### src/rtl/handshake_rr_arbiter.sv
// Round-robin packet arbiter: NUM_REQ valid/ready sources share one registered valid/ready output.
// One cycle of latency at full throughput; while the output register is stalled, every req_ready is held low.
module handshake_rr_arbiter #(
  parameter int WORD_WIDTH = 8,
  parameter int NUM_REQ    = 4,
  localparam int IDX_W     = $clog2(NUM_REQ)
) (
  input  logic                        clk,
  input  logic                        rst,
  input  logic [NUM_REQ-1:0]          req_valid,
  input  logic [NUM_REQ*WORD_WIDTH-1:0] req_data,
  input  logic [NUM_REQ-1:0]          req_last,
  output logic [NUM_REQ-1:0]          req_ready,
  output logic                        down_valid,
  output logic [WORD_WIDTH-1:0]       down_data,
  output logic                        down_last,
  output logic [IDX_W-1:0]            down_src,
  input  logic                        down_ready
);

  typedef enum logic {ARB, HOLD} state_t;

  state_t                state, state_nxt;
  logic [IDX_W-1:0]      rr_ptr, rr_ptr_nxt;
  logic [IDX_W-1:0]      grant_idx, grant_nxt;
  logic [IDX_W-1:0]      winner, scan_idx, sel;
  logic                  found, can_load, accept, sel_last;
  logic [WORD_WIDTH-1:0] sel_data;

  function automatic logic [IDX_W-1:0] inc_wrap(input logic [IDX_W-1:0] v);
    return (v == IDX_W'(NUM_REQ - 1)) ? '0 : v + 1'b1;
  endfunction

  assign can_load = !down_valid || down_ready;

  // First valid requester at or after rr_ptr, wrapping around.
  always_comb begin
    found    = 1'b0;
    winner   = '0;
    scan_idx = rr_ptr;
    for (int k = 0; k < NUM_REQ; k++) begin
      if (!found && req_valid[scan_idx]) begin
        found  = 1'b1;
        winner = scan_idx;
      end
      scan_idx = inc_wrap(scan_idx);
    end
  end

  always_comb begin
    sel      = (state == HOLD) ? grant_idx : winner;
    sel_data = '0;
    for (int i = 0; i < NUM_REQ; i++) begin
      if (IDX_W'(i) == sel) sel_data = req_data[i*WORD_WIDTH +: WORD_WIDTH];
    end
    sel_last  = req_last[sel];
    req_ready = '0;
    if (!rst && (state == HOLD || found)) req_ready[sel] = can_load;
    accept = |(req_valid & req_ready);
  end

  always_comb begin
    state_nxt  = state;
    rr_ptr_nxt = rr_ptr;
    grant_nxt  = grant_idx;
    if (accept) begin
      if (sel_last) begin
        state_nxt  = ARB;
        rr_ptr_nxt = inc_wrap(sel);
      end else begin
        state_nxt = HOLD;
        grant_nxt = sel;
      end
    end
  end

  always_ff @(posedge clk) begin
    if (rst) begin
      state      <= ARB;
      rr_ptr     <= '0;
      grant_idx  <= '0;
      down_valid <= 1'b0;
      down_data  <= '0;
      down_last  <= 1'b0;
      down_src   <= '0;
    end else begin
      state     <= state_nxt;
      rr_ptr    <= rr_ptr_nxt;
      grant_idx <= grant_nxt;
      if (can_load) begin
        down_valid <= accept;
        if (accept) begin
          down_data <= sel_data;
          down_last <= sel_last;
          down_src  <= sel;
        end
      end
    end
  end

endmodule

### config.mk
export PLATFORM = sky130hd
export DESIGN_NAME = handshake_rr_arbiter
export DESIGN_NICKNAME = d
export VERILOG_FILES = /design/src/rtl/handshake_rr_arbiter.sv
export SDC_FILE = /design/constraint.sdc
export NUM_CORES = 1
export LEC_CHECK = 0
export CORE_MARGIN = 2
export CORE_UTILIZATION = 40
export DETAILED_ROUTE_END_ITERATION = 8
export PLACE_DENSITY = 0.74
export SETUP_SLACK_MARGIN = 0.4
export SLEW_MARGIN = 20
export SYNTH_ARGS = -nofsm -noshare
export SYNTH_HDL_FRONTEND = slang
export SYNTH_SLANG_ARGS = --single-unit
### constraint.sdc
create_clock -name clk -period 7.3 [get_ports clk]
set_input_delay 1.46 -clock clk [delete_from_list [all_inputs] [get_ports clk]]
set_output_delay 1.46 -clock clk [all_outputs]
set_load 0.01 [all_outputs]
## Word level (Yosys, flattened, before mapping)

Index checks and enable logic that the tools add are counted.

| storage, ports and cells | value |
|---|---|
| flip-flop bits (word level) | 17 |

| cells by class | value |
|---|---|
| add/sub/neg operators | 4 |
| eq/ne operators | 7 |
| mux-type cells | 31 |
| order comparisons | 6 |
| reduce and logical (&&, ||, !) cells | 17 |
| bitwise operators | 3 |

Operator list:

| operator | number |
|---|---|
| 8-bit 2-to-1 mux | 4 |
| 2-bit 2-to-1 mux | 9 |
| 2-bit by 3-bit < comparator with 1-bit output, second input constant | 5 |
| 1-bit 2-to-1 mux | 11 |
| 1-bit binary-select mux with 2-bit select | 5 |
| 2-bit by 1-bit adder with 2-bit output, second input constant | 4 |
| 4-bit AND | 2 |
| 2-bit == test, second input constant | 4 |
| 2-bit AND reduction | 3 |
| 1-bit logical AND | 5 |
| 1-bit zero test | 5 |
| 2-bit == test, first input constant | 2 |
| 4-bit 2-to-1 mux | 1 |
| 4-bit OR reduction | 1 |
| 1-bit demux with 2-bit select | 1 |
| 1-bit by 2-bit == test with 1-bit output, first input constant | 1 |
| 2-bit by 1-bit >= comparator with 1-bit output, second input constant | 1 |
| 2-bit zero test | 1 |
| 1-bit logical OR | 2 |
| 1-bit inverter | 1 |

## Logic depth before layout (Yosys ltp)

| logic depth | value |
|---|---|
| word-level depth | 22 |
| gate-level depth with buffers | 17 |
| gate-level depth less buffers | 15 |

## Worst setup path before layout

Ideal clock, no wire load.

| timing path | value |
|---|---|
| path kind | input -> output |
| from | input req_valid[0] |
| to | output req_ready[3] |
| buffers on the path | 3 |
| setup slack | 2.051 ns |
| cell stages on the path | 11 |
| arrival | 3.789 ns |
| path through | buf_6 -> or4b_1 -> and3_1 -> nor4_4 -> o21a_4 -> o21bai_1 -> inv_1 -> ha_1 -> clkbuf_1 -> clkbuf_1 -> and2_1 |

| on the way | value |
|---|---|
| cells in the longest elaborated chain, start to end | 19 |
| elaborated cells between the ends (all ways) | 32 |
| those cells by class | order compare (2); mux (20); bitwise (1); reduce/logical (9) |

RTL lines:

| element | line | text |
|---|---|---|
| start: declaration | 10 | `input logic [NUM_REQ-1:0] req_valid,` |
| 1-bit binary-select mux with 2-bit select | 42 | `if (!found && req_valid[scan_idx]) begin` |
| 1-bit 2-to-1 mux (implied by the code) | 42 |  |
| 1-bit 2-to-1 mux | 42 |  |
| 1-bit zero test | 42 |  |
| 1-bit logical AND | 42 |  |
| 1-bit 2-to-1 mux | 42 |  |
| 1-bit zero test | 42 |  |
| 1-bit logical AND | 42 |  |
| [... 4 more ...] | -- |  |
| 2-bit 2-to-1 mux * | 51 | `sel = (state == HOLD) ? grant_idx : winner;` |
| named net sel[1] | 26 | `logic [IDX_W-1:0] winner, scan_idx, sel;` |
| 2-bit by 3-bit < comparator with 1-bit output (implied by the code) / 2-bit by 1-bit >= comparator with 1-bit output (equally long branches) | 58 | `if (!rst && (state == HOLD \|\| found)) req_ready[sel] = can_load;` |
| 1-bit logical AND (implied by the code) | 58 |  |
| 1-bit 2-to-1 mux (implied by the code) | 58 |  |
| 1-bit demux with 2-bit select * | 58 |  |
| 4-bit AND (no line) * | -- |  |
| 4-bit 2-to-1 mux * | 58 |  |
| end: declaration | 13 | `output logic [NUM_REQ-1:0] req_ready,` |

Mark *: on every way through the listed nets, which the timed path passes. The rest lies on a longest branch. The select of a mux whose other input is x is not followed.

## Worst setup path after layout

| timing path | value |
|---|---|
| from | input req_valid[0] |
| to | output req_ready[2] |

Same word-level chain as after synthesis.

==> results_dict.tcl <==
set metrics [dict create \
    clock_sinks 17 \
    synth-seq-cells 17 \
    antenna_found_initial 0 \
    setup_violations 0 \
    post_cts_buffers 0 \
    cap_viol_max_count 0 \
    cts_made_buffers 3 \
    ir_drop_v 0.0002155 \
    critPathRequiredTime_ps 5840 \
    drive_gt1_frac 0.08333 \
    cellPowerDensity_nw_per_um2 483.8 \
    num_rows 22 \
    fp.dieH_um 66.66 \
    vias 1558 \
    dp_cells 284 \
    clk_pin_slew_worst_paths_ps 60 \
    ys_warn_count 0 \
    wl_per_cell_um 13.23 \
    cts_tree "built" \
    ys_types 55 \
    dp_hpwl_um 2995 \
    async_reset_ff_frac 0 \
    synth-simple-area-share 0.2422 \
    seq_area_frac_synth 0.2167 \
    synthesis.area_um2 1570 \
    path_class "input pin to output port" \
    setup.worst_path.start_class "input pin" \
    setup_slack_ps 1054 \
    whs_ps 459.6 \
    drt_wl_total_um 3810 \
    core_um2 3716 \
    drc 0 \
    p_total_mw 1.047 \
    grt_pass1_vias 1499 \
    clock_latency_ps 250 \
    mostFrequentLayoutCells "clkdlybuf4s50_1 (58), nor2_1 (27), dfxtp_1 (17)" \
    port_buffers 58 \
    start_util 0.4226 \
    clock.fmax_mhz 160.1 \
    grt_max_degree 25 \
    synth_cells 194 \
    maxSlewViolCount 0 \
    clk_path_buf_depth 2 \
    synthAdderAreaFrac 0.03984 \
    grt_pass1_wl_um 6472 \
    design.die.area_um2 4443 \
    final_common_cell "clkdlybuf4s50_1" \
    fp.dieW_um 66.66 \
    power.leakage_nw 0.8135 \
    tns_ps 0 \
    synth_compound_area_frac 0.3442 \
    muxShareOfSynthArea 0.08367 \
    place_ws_ps 1051 \
    synthXorXnorAreaFrac 0 \
    status "finished, final reports clean" \
    synth_nets 242 \
    h-tree-depth 1 \
    final_area_um2 2163 \
    io_pins 59 \
    end_kind "output port" \
    avgViaCountPerCell 5.410 \
    hold_buffers 0 \
    rsz0062_at_grt "no" \
    layout.nets 289 \
    final_util 0.5822 \
    relSlewSlack 0.5304 \
    cts_root_buffer "clkbuf_8" \
    fin_crit_ps 6246 \
    cts-resized-gates 0 \
    drtIter0Drc 50 \
    drtAntennaViolNets 0 \
    finalCritPeriodShare 0.8556 \
    synth_area_per_cell_um2 8.094 \
    synth-edff-count 0 \
    area.growth.synth_to_final_pct 37.77 \
    skew_ps 2.066 \
    synthFlopType "dfxtp_1" \
    track_usage 0.1850 \
    place.gp.congestion 0.7851 \
    overflow 0 \
    final_cells 288 \
    tightest_slew_ps 702.2 \
    arrival_ps 4790 \
    place_area_um2 2118 \
    critPathMaxFanout 18 \
    synth_top_family_by_area "compound AO/OA/AOI/OAI gates" \
    diodes 0 \
    firstDrtPassIters 4 \
    hold_violations 0 \
    hold_class "register to register" \
]
-- registers in the layout, summed over array words and instances, names as in the netlist --
register	flops
down_data	8
down_last	1
down_src	2
down_valid	1
grant_idx	2
rr_ptr	2
state	1
-- logic make-up after synthesis --
group	after synthesis
DFF	17
buffers and inverters	22
muxes	10
AOI/OAI and AO/OA	69
adders and majority gates	5
and+or+nand+nor	71
-- routing by layer --
metal | track usage | share of wire
met1 | 0.2422 | 0.46
met2 | 0.3113 | 0.47
met3 | 0.05068 | 0.067
met4 | 0.02296 | 0.0018
met5 | 0 | 0
-- critical path, cell delays in order --
cell,delay (ps)
clkdlybuf4s50_1,540
or4b_1,530
and3_1,210
nor4_4,280
o21a_4,220
o21bai_1,150
inv_1,130
ha_1,530
and2_1,210
clkdlybuf4s50_1,530
-- synth_stat cells (5+ instances only) --
library cell | instances | share of area
a21oi_1 | 13 | 0.041
a22oi_1 | 11 | 0.053
mux2i_1 | 6 | 0.038
dfxtp_1 | 17 | 0.22
ha_1 | 5 | 0.040
inv_1 | 6 | 0.014
o211ai_1 | 10 | 0.048
nand2_1 | 13 | 0.031
nor2_1 | 27 | 0.065
and2_1 | 6 | 0.024
o21ai_0 | 11 | 0.035
clkbuf_1 | 10 | 0.024
-- power by group --
group,switching [mW],internal (mW),total (mW)
clock,0.0295,0.0387,0.0681
combinational,0.444,0.360,0.804
sequential,0.0398,0.135,0.174
total,0.513,0.533,1.05
-- area by class of cell --
class / instances / area, um2
multi-input cells: 155 / 1115
flip-flops and latches: 17 / 340.3
inverters: 6 / 22.52
well taps: 48 / 60.06
repair buffers: 58 / 580.6
clock buffers: 4 / 45.04
fillers: 353 / 1553
-- worst paths after layout --
check / startpoint / endpoint / slack, ps / depth (start not counted)
worst min-delay path: down_last / down_last / 460 / 2
worst min register to register: down_last / down_last / 460 / 2
worst max-delay path: req_valid[0] / req_ready[2] / 1050 / 10
worst max register to register: rr_ptr[0] / grant_idx[1] / 2580 / 14
Note: power is estimated with default switching activity, not from simulation.
